$ cat config.mk
export PLATFORM = sky130hd
export DESIGN_NAME = lm_sm_sequencer
export DESIGN_NICKNAME = d
export VERILOG_FILES = /design/src/rtl/risc_isa_pkg.sv /design/src/rtl/lowest_set_bit8.sv /design/src/rtl/lm_sm_sequencer.sv
export SDC_FILE = /design/constraint.sdc
export NUM_CORES = 1
export LEC_CHECK = 0
export ABC_AREA = 0
export CORE_ASPECT_RATIO = 1.5
export CORE_MARGIN = 3
export CORE_UTILIZATION = 35
export CTS_BUF_LIST = sky130_fd_sc_hd__clkbuf_4
export DETAILED_ROUTE_END_ITERATION = 12
export PLACE_DENSITY = 0.7
export SLEW_MARGIN = 5
export SYNTH_ARGS = -nofsm -noshare
export SYNTH_HDL_FRONTEND = slang
export SYNTH_SLANG_ARGS = --single-unit
$ cat constraint.sdc
create_clock -name clk -period 3.25 [get_ports clk]
set_clock_uncertainty 0.1 [all_clocks]
set_input_delay 0.4875 -clock clk [delete_from_list [all_inputs] [get_ports clk]]
set_output_delay 0.4875 -clock clk [all_outputs]
set_load 0.01 [all_outputs]
$ cat src/rtl/risc_isa_pkg.sv
// ISA constants shared by the LM/SM sequencer and the forwarding units: major and 6-bit opcodes
// plus instruction field positions.
package risc_isa_pkg;

  localparam logic [3:0] OP_ADD = 4'b0000;
  localparam logic [3:0] OP_ADI = 4'b0001;
  localparam logic [3:0] OP_NDU = 4'b0010;
  localparam logic [3:0] OP_LHI = 4'b0011;
  localparam logic [3:0] OP_LW  = 4'b0100;
  localparam logic [3:0] OP_SW  = 4'b0101;
  localparam logic [3:0] OP_LM  = 4'b0110;
  localparam logic [3:0] OP_SM  = 4'b0111;
  localparam logic [3:0] OP_JAL = 4'b1000;
  localparam logic [3:0] OP_JLR = 4'b1001;
  localparam logic [3:0] OP_BEQ = 4'b1100;

  localparam logic [5:0] OP6_ADD = 6'b000000;
  localparam logic [5:0] OP6_ADZ = 6'b000001;
  localparam logic [5:0] OP6_ADC = 6'b000010;
  localparam logic [5:0] OP6_ADI = 6'b000100;
  localparam logic [5:0] OP6_NDU = 6'b001000;
  localparam logic [5:0] OP6_NDZ = 6'b001001;
  localparam logic [5:0] OP6_NDC = 6'b001010;
  localparam logic [5:0] OP6_LHI = 6'b001100;
  localparam logic [5:0] OP6_LW  = 6'b010000;
  localparam logic [5:0] OP6_SW  = 6'b010100;
  localparam logic [5:0] OP6_LM  = 6'b011000;
  localparam logic [5:0] OP6_SM  = 6'b011100;
  localparam logic [5:0] OP6_JAL = 6'b100000;
  localparam logic [5:0] OP6_JLR = 6'b100100;
  localparam logic [5:0] OP6_BEQ = 6'b110000;

  localparam int unsigned OpcMsb  = 15;
  localparam int unsigned OpcLsb  = 12;
  localparam int unsigned RaMsb   = 11;
  localparam int unsigned RaLsb   = 9;
  localparam int unsigned ListMsb = 7;
  localparam int unsigned ListLsb = 0;

  function automatic logic is_lm_sm(input logic [3:0] opc);
    return (opc == OP_LM) || (opc == OP_SM);
  endfunction

endpackage

$ cat src/rtl/lowest_set_bit8.sv
// Combinational 8-bit priority encoder favouring the lowest set bit.
module lowest_set_bit8 (
  input  logic [7:0] data_i,
  output logic [2:0] index_o,
  output logic [7:0] one_hot_o,
  output logic       single_o
);

  always_comb begin
    index_o = 3'd0;
    // Descending scan so the lowest set bit is the last to write.
    for (int i = 7; i >= 0; i--) begin
      if (data_i[i]) index_o = 3'(i);
    end
  end

  assign one_hot_o = data_i & (~data_i + 8'd1);
  assign single_o  = (data_i != 8'd0) && ((data_i & (data_i - 8'd1)) == 8'd0);

endmodule

$ cat src/rtl/lm_sm_sequencer.sv
// LM/SM sequencer: holds fetch and issues one single-register micro-op per cycle,
// lowest register first, honouring downstream stalls and branch flushes.
module lm_sm_sequencer
  import risc_isa_pkg::*;
(
  input  logic        clk,
  input  logic        reset_n,
  input  logic        id_valid,
  input  logic [15:0] id_instr,
  input  logic        stall_in,
  input  logic        flush,
  output logic        fetch_hold,
  output logic        id_ack,
  output logic        uop_valid,
  output logic [5:0]  uop_op,
  output logic [2:0]  uop_regA,
  output logic [2:0]  uop_regC,
  output logic [2:0]  uop_offset,
  output logic        uop_first,
  output logic        uop_last
);

  localparam logic StIdle = 1'b0;
  localparam logic StSeq  = 1'b1;

  logic       state_q, state_d;
  logic [7:0] list_q, list_d;
  logic [2:0] base_q, base_d;
  logic [3:0] op_q, op_d;
  logic [2:0] cnt_q, cnt_d;

  logic [3:0] id_opc;
  logic [2:0] id_ra;
  logic [7:0] id_list;
  logic       unused_id_bit8;
  logic       start;
  logic       issue;

  logic [2:0] lsb_index;
  logic [7:0] lsb_one_hot;
  logic       lsb_single;

  assign id_opc         = id_instr[OpcMsb:OpcLsb];
  assign id_ra          = id_instr[RaMsb:RaLsb];
  assign id_list        = id_instr[ListMsb:ListLsb];
  assign unused_id_bit8 = id_instr[8];
  assign start          = id_valid && is_lm_sm(id_opc) && !flush;

  lowest_set_bit8 u_lsb (
    .data_i    (list_q),
    .index_o   (lsb_index),
    .one_hot_o (lsb_one_hot),
    .single_o  (lsb_single)
  );

  always_comb begin
    state_d    = state_q;
    list_d     = list_q;
    base_d     = base_q;
    op_d       = op_q;
    cnt_d      = cnt_q;
    issue      = 1'b0;
    fetch_hold = 1'b0;
    id_ack     = 1'b0;
    uop_valid  = 1'b0;
    uop_op     = 6'd0;
    uop_regA   = 3'd0;
    uop_regC   = 3'd0;
    uop_offset = 3'd0;
    uop_first  = 1'b0;
    uop_last   = 1'b0;

    if (state_q == StSeq) begin
      uop_valid  = !flush;
      uop_op     = {op_q, 2'b00};
      uop_regA   = base_q;
      uop_regC   = lsb_index;
      uop_offset = cnt_q;
      uop_first  = (cnt_q == 3'd0);
      uop_last   = lsb_single;
      issue      = uop_valid && !stall_in;
      if (flush) begin
        state_d = StIdle;
        list_d  = 8'd0;
      end else begin
        fetch_hold = !(issue && lsb_single);
        if (issue) begin
          list_d = list_q & ~lsb_one_hot;
          if (lsb_single) begin
            id_ack  = 1'b1;
            state_d = StIdle;
          end else begin
            // Count stops at the last micro-op so 8 transfers never wrap.
            cnt_d = cnt_q + 3'd1;
          end
        end
      end
    end else if (start) begin
      if (id_list != 8'd0) begin
        fetch_hold = 1'b1;
        list_d     = id_list;
        base_d     = id_ra;
        op_d       = id_opc;
        cnt_d      = 3'd0;
        state_d    = StSeq;
      end else begin
        id_ack = 1'b1;
      end
    end
  end

  always_ff @(posedge clk) begin
    if (!reset_n) begin
      state_q <= StIdle;
      list_q  <= 8'd0;
      base_q  <= 3'd0;
      op_q    <= 4'd0;
      cnt_q   <= 3'd0;
    end else begin
      state_q <= state_d;
      list_q  <= list_d;
      base_q  <= base_d;
      op_q    <= op_d;
      cnt_q   <= cnt_d;
    end
  end

endmodule
# Word-level counts from Yosys, hierarchy flattened
# Cells that the tools add are included.
# word_totals
register_bits	19
in_bits	21
output_inout_bits	20
word_cells	78
# op_classes
addsub	3
n_eq_ne	6
muxes	40
n_bitwise	6
reduce_logical	18
# op_table
operator	count
3-bit 2-to-1 mux	17
8-bit 2-to-1 mux	5
8-bit AND	3
1-bit 2-to-1 mux	17
8-bit inverter	2
8-bit nonzero test	2
8-bit by 1-bit adder with 8-bit output (second input constant)	1
4-bit by 3-bit == test with 1-bit output (second input constant)	2
8-bit zero test	1
8-bit by 1-bit subtractor with 8-bit output (second input constant)	1
6-bit 2-to-1 mux	1
3-bit AND reduction	2
1-bit logical AND	5
5-bit AND reduction	1
2-bit inequality test (second input constant)	2
2-bit nonzero test	2
3-bit by 1-bit adder with 3-bit output (second input constant)	1
1-bit zero test	3
3-bit zero test	1
3-bit by 2-bit inequality test with 1-bit output (second input constant)	1
2-bit by 1-bit inequality test with 1-bit output (second input constant)	1
1-bit logical OR	1
1-bit inverter	1

# Logic depth before layout (Yosys ltp)
# depth
depth_word	9
depth_mapped	6
ltp_nobuf	5

# Hierarchy
# From an unflattened synthesis, not the netlist that was laid out.
# hier_totals
cells_unflattened	153
hier_area_um2	1258.7
# modules_own_cells
module	instances	cells_per_inst	area_each_um2	seq_area_each_um2
lm_sm_sequencer	1	120	1033.5	380.4
lowest_set_bit8	1	33	225.2	0.0

# Worst setup path before layout
# No wires, ideal clock.
# synth_timing
path_kind	reg2out
startpoint	register list_q[5]
endpoint	output id_ack
t_arrival_ns	1.762
required_ns	2.662
slack_ns	0.901
stages_incl_launch_ff	7
n_path_buf	1
cell_sequence	dfxtp_1 or4_4 buf_6 o21a_1 nor3_2 o21ai_2 o32ai_1
# synth_between
elab_chain_len	8
word_cells_on_any_way	9
cone_classes	1 x add/sub; 4 x mux; 1 x bitwise; 3 x reduce/logical
# synth_rtl
item	line	text
from (decl)	lm_sm_sequencer.sv:27	logic [7:0] list_q, list_d;
from (signal assigned)	lm_sm_sequencer.sv:121	list_q <= list_d;
8-bit by 1-bit subtractor with 8-bit output	lowest_set_bit8.sv:18	assign single_o = (data_i != 8'd0) && ((data_i & (data_i - 8'd1)) == 8'd0);
8-bit AND	lowest_set_bit8.sv:18	
8-bit zero test	lowest_set_bit8.sv:18	
1-bit logical AND *	lowest_set_bit8.sv:18	
1-bit 2-to-1 mux *	lm_sm_sequencer.sv:89	if (lsb_single) begin
1-bit 2-to-1 mux *	lm_sm_sequencer.sv:87	if (issue) begin
1-bit 2-to-1 mux *	lm_sm_sequencer.sv:82	if (flush) begin
1-bit 2-to-1 mux *	lm_sm_sequencer.sv:73	if (state_q == StSeq) begin
to (decl)	lm_sm_sequencer.sv:13	output logic id_ack,
# Mark *: on every way between the ends. The rest lies on a longest branch, timed or not.

# Final worst setup path
# layout_timing
startpoint	register list_q[0]
endpoint	output fetch_hold
# layout_between
elab_chain_len	8
word_cells_on_any_way	9
cone_classes	1 x add/sub; 2 x mux; 1 x bitwise; 5 x reduce/logical
# layout_rtl
item	line	text
8-bit by 1-bit subtractor with 8-bit output	lowest_set_bit8.sv:18	
8-bit AND	lowest_set_bit8.sv:18	
8-bit zero test	lowest_set_bit8.sv:18	
1-bit logical AND *	lowest_set_bit8.sv:18	
1-bit logical AND *	lm_sm_sequencer.sv:86	fetch_hold = !(issue && lsb_single);
1-bit zero test *	lm_sm_sequencer.sv:86	
1-bit 2-to-1 mux *	lm_sm_sequencer.sv:82	
1-bit 2-to-1 mux *	lm_sm_sequencer.sv:73	
to (decl)	lm_sm_sequencer.sv:12	output logic fetch_hold,
# Marks and branches as above.

==> results by group <==
Global routing
  – GR Layer Usage met2: 27.0%
  – Vias in the first global route: roughly 1200
  – Pin count of the biggest net entering global routing: 18
  – GRT Util Overall: 16.0%
  – Met3 Resource Use GR: 2.14%
  – GR Layer Usage met1: 18.3%
  – First-pass GRT wire length: between 5000 and 6000 um
  – Remaining global-route overflow: 0
  – GRT busiest layer: met2
  – Antenna violations before repair: 0

Power and ir drop
  – Leak: around 0.58 nW
  – Int Power: 0.325 mW
  – Clock network fraction of total power: 29.5%
  – Switching pwr: about 0.099 mW
  – Comb power frac: about 14%
  – Sequential share of power: 56.3%
  – Peak VDD IR: ~0.21 mV
  – Net Sw Frac: 23.5%
  – PwrDens: approximately 260 mW/mm2

Clocking
  – Clock buffer depth: 2
  – H-tree Lvls: 1
  – Clock latency on the worst-skew pair: 0.29 ns
  – CTS Buf Count: 3
  – Post-CTS Setup Inserts: 0
  – Root Buffer: clkbuf_4
  – Clock transition at the registers of the reported paths: ~0.10 ns
  – CTS sink count: 19
  – CTS tree: done
  – Hold-fix buffers, CTS: 0

Timing
  – Pins over their slew limit: 0
  – Final Hold Fails: 0
  – Fmax: 0.320 GHz
  – Final setup viols: 0
  – Fin crit share: 96.1%
  – Setup TNS: 0 ns
  – Final min period: between 3 and 4 ns
  – RSZ-0062 raised after global routing: false
  – Fin Hold WS: 0.377 ns

Routing
  – 1st-pass router iterations: 5
  – Vias per Instance: 5.24
  – Drt total wl: 3050 um
  – Final ANT Viol Nets: 0
  – First DRT Iteration DRCs: 34
  – DRC: 0
  – WL/cell: approximately 13 um
  – Via count: 1226

Setup path
  – Critical path endpoint category: output pin
  – Worst EP required: 2.66 ns
  – Reg-to-reg startpoint: state_q$_SDFF_PN0_
  – CP arrival: 2.54 ns
  – Worst reg2reg setup slack: 1.21 ns
  – Critical path buffers and inverters: 1
  – CP peak stage delay: 0.59 ns
  – CP delay by family, top: simple AND/OR/NAND/NOR gates
  – CP startpoint kind: register
  – CP max-delay cell: or4_4
  – WS Path Type: register to output pin
  – Worst r2r dst: list_q[7]$_SDFFE_PN0P_
  – Worst Reg-to-Reg Cells: 6
  – Crit-path cells: or4_4 -> o21a_1 -> nor3_2 -> o21ai_2 -> o31a_1 -> clkdlybuf4s50_1
  – Maximum fanout along the worst path: 7

Floorplanning
  – IO Count: between 40 and 50
  – Die height: between 70 and 80 um
  – Horiz. Die Dim: ~53 um
  – Starting Density: 36.9%
  – Die ar.: 0.00411 mm2
  – Rows: 25
  – Core region area: 0.00319 mm2

Yosys
  – Synth unique cells: 42
  – Avg Inst Size Synth: 7.56 um2
  – List of most frequent post-synthesis cells: nor2_1, dfxtp_1, a21oi_1, nand2_1
  – Post-synth EDFFs: 0
  – Post-synth top area cell: dfxtp_1
  – YS warnings: 0
  – Most frequent cell after synthesis: nor2_1
  – Post-synthesis sequential area ratio: 32.3%
  – Synth async-reset ratio: 0%
  – Top post-synthesis cells by area: dfxtp_1, nor2_1, a21oi_1, and2_1, mux2i_1
  – Post-synthesis cell count: 156
  – Post-synth top area share: approximately 32%
  – Post-Syn Area: 0.00118 mm2
  – Main synth FF type: dfxtp_1
  – #FFs+latches synth: 19

Placement
  – DP Wirelength: 2400 um
  – Placed Cells: 230
  – IO buf count: 37
  – Routability cong.: 0.790

Hold path
  – Hold EP: op_q[3]$_SDFFE_PN0P_
  – Hold Crit Class: register to register
  – WHS Path Cells: 1
  – Worst Hold Launch: op_q[3]$_SDFFE_PN0P_

Flow run
  – Max-cap violations: 0

Layout
  – Proportion of layout cells with a drive suffix above 1: slightly above 9%
  – Filler instances: roughly 320
  – Layout area overhead: 38.1%
  – Ant diodes: 0
  – Net count, final: 218
  – Layout Cells excl Fill: 234

Status
  – Status: finished, final reports clean
-- layer usage --
layer,up-vias,part of all wire [%]
li1,619,-
met1,555,40
met2,42,52
met3,10,5.2
met4,0,3.3
met5,-,0
-- logic make-up after synthesis --
group	synth area share, %
other cells	0.318
mux	4.25
fa+ha+maj	2.97
compound gates	22.0
simple gates	30.9
flops	32.3
buf+inv	7.32
-- flip-flops by register name, summed over array words and instances (netlist names) --
register  cells
base_q        3
state_q       1
cnt_q         3
list_q        8
op_q          4
-- cell usage in the layout (no fill, tap or decap), types with 2 or more instances in the layout --
master           count
nand2_1             12
nand2b_1             3
nor3_1               3
o21a_1               2
o2bb2ai_1            2
ha_1                 2
clkbuf_4             4
a21oi_1             12
conb_1               2
dfxtp_1             19
or2_2                2
o21ai_0              8
nor4_1               3
mux2i_1              5
clkdlybuf4s50_1     36
nor2_1              29
inv_1                9
buf_4                4
o311a_1              2
and2_1               9
a211oi_1             2
-- layout make-up --
cell class	count	area [um2]	share of cell area (%)
clock buffers	4	30.0	1.84
flip-flops and latches	19	380	23.4
inverters	10	37.5	2.31
multi-input cells	120	727	44.7
well taps	40	50.0	3.07
repair buffers	41	403	24.8
-- metrics by stage --
stage	utilization, %	setup slack [ns]	instance area [um2]	power, mW
2_1_floorplan	-	0.901	1180	0.272
3_3_place_gp	49.8	0.237	1590	0.303
3_5_place_dp	49.8	0.228	1590	0.304
4_1_cts	50.7	0.0363	1620	0.429
5_1_grt	51.0	0.0266	1630	0.444
6_report	51.0	0.127	1630	0.424
-- worst max-delay path by stage --
stage               slack, ns  cells past startpoint                   start         end
floorplan                0.90                      6  list_q[5]$_SDFFE_PN0P_      id_ack
global placement         0.24                      6             id_instr[2]  fetch_hold
detailed placement       0.23                      6             id_instr[2]  fetch_hold
CTS                      0.04                      5  list_q[0]$_SDFFE_PN0P_      id_ack
global route             0.03                      6  list_q[5]$_SDFFE_PN0P_  fetch_hold
finish                   0.13                      6  list_q[0]$_SDFFE_PN0P_  fetch_hold
-- power groups by stage --
stage / clock, mW / combinational (mW) / sequential, mW
finish: 0.125 / 0.0603 / 0.239
global route: 0.139 / 0.0661 / 0.239
CTS: 0.130 / 0.0603 / 0.239
detailed placement: 0 / 0.0599 / 0.244
global placement: 0 / 0.0592 / 0.244
floorplan: 0 / 0.0294 / 0.243
-- what timing repair did --
item | in CTS | in global routing
endpoints found under the hold margin | 0 | 0
endpoints found under the setup margin | 0 | 1
resized for setup | 0 | 2
Note: power is estimated with default switching activity, not from simulation.
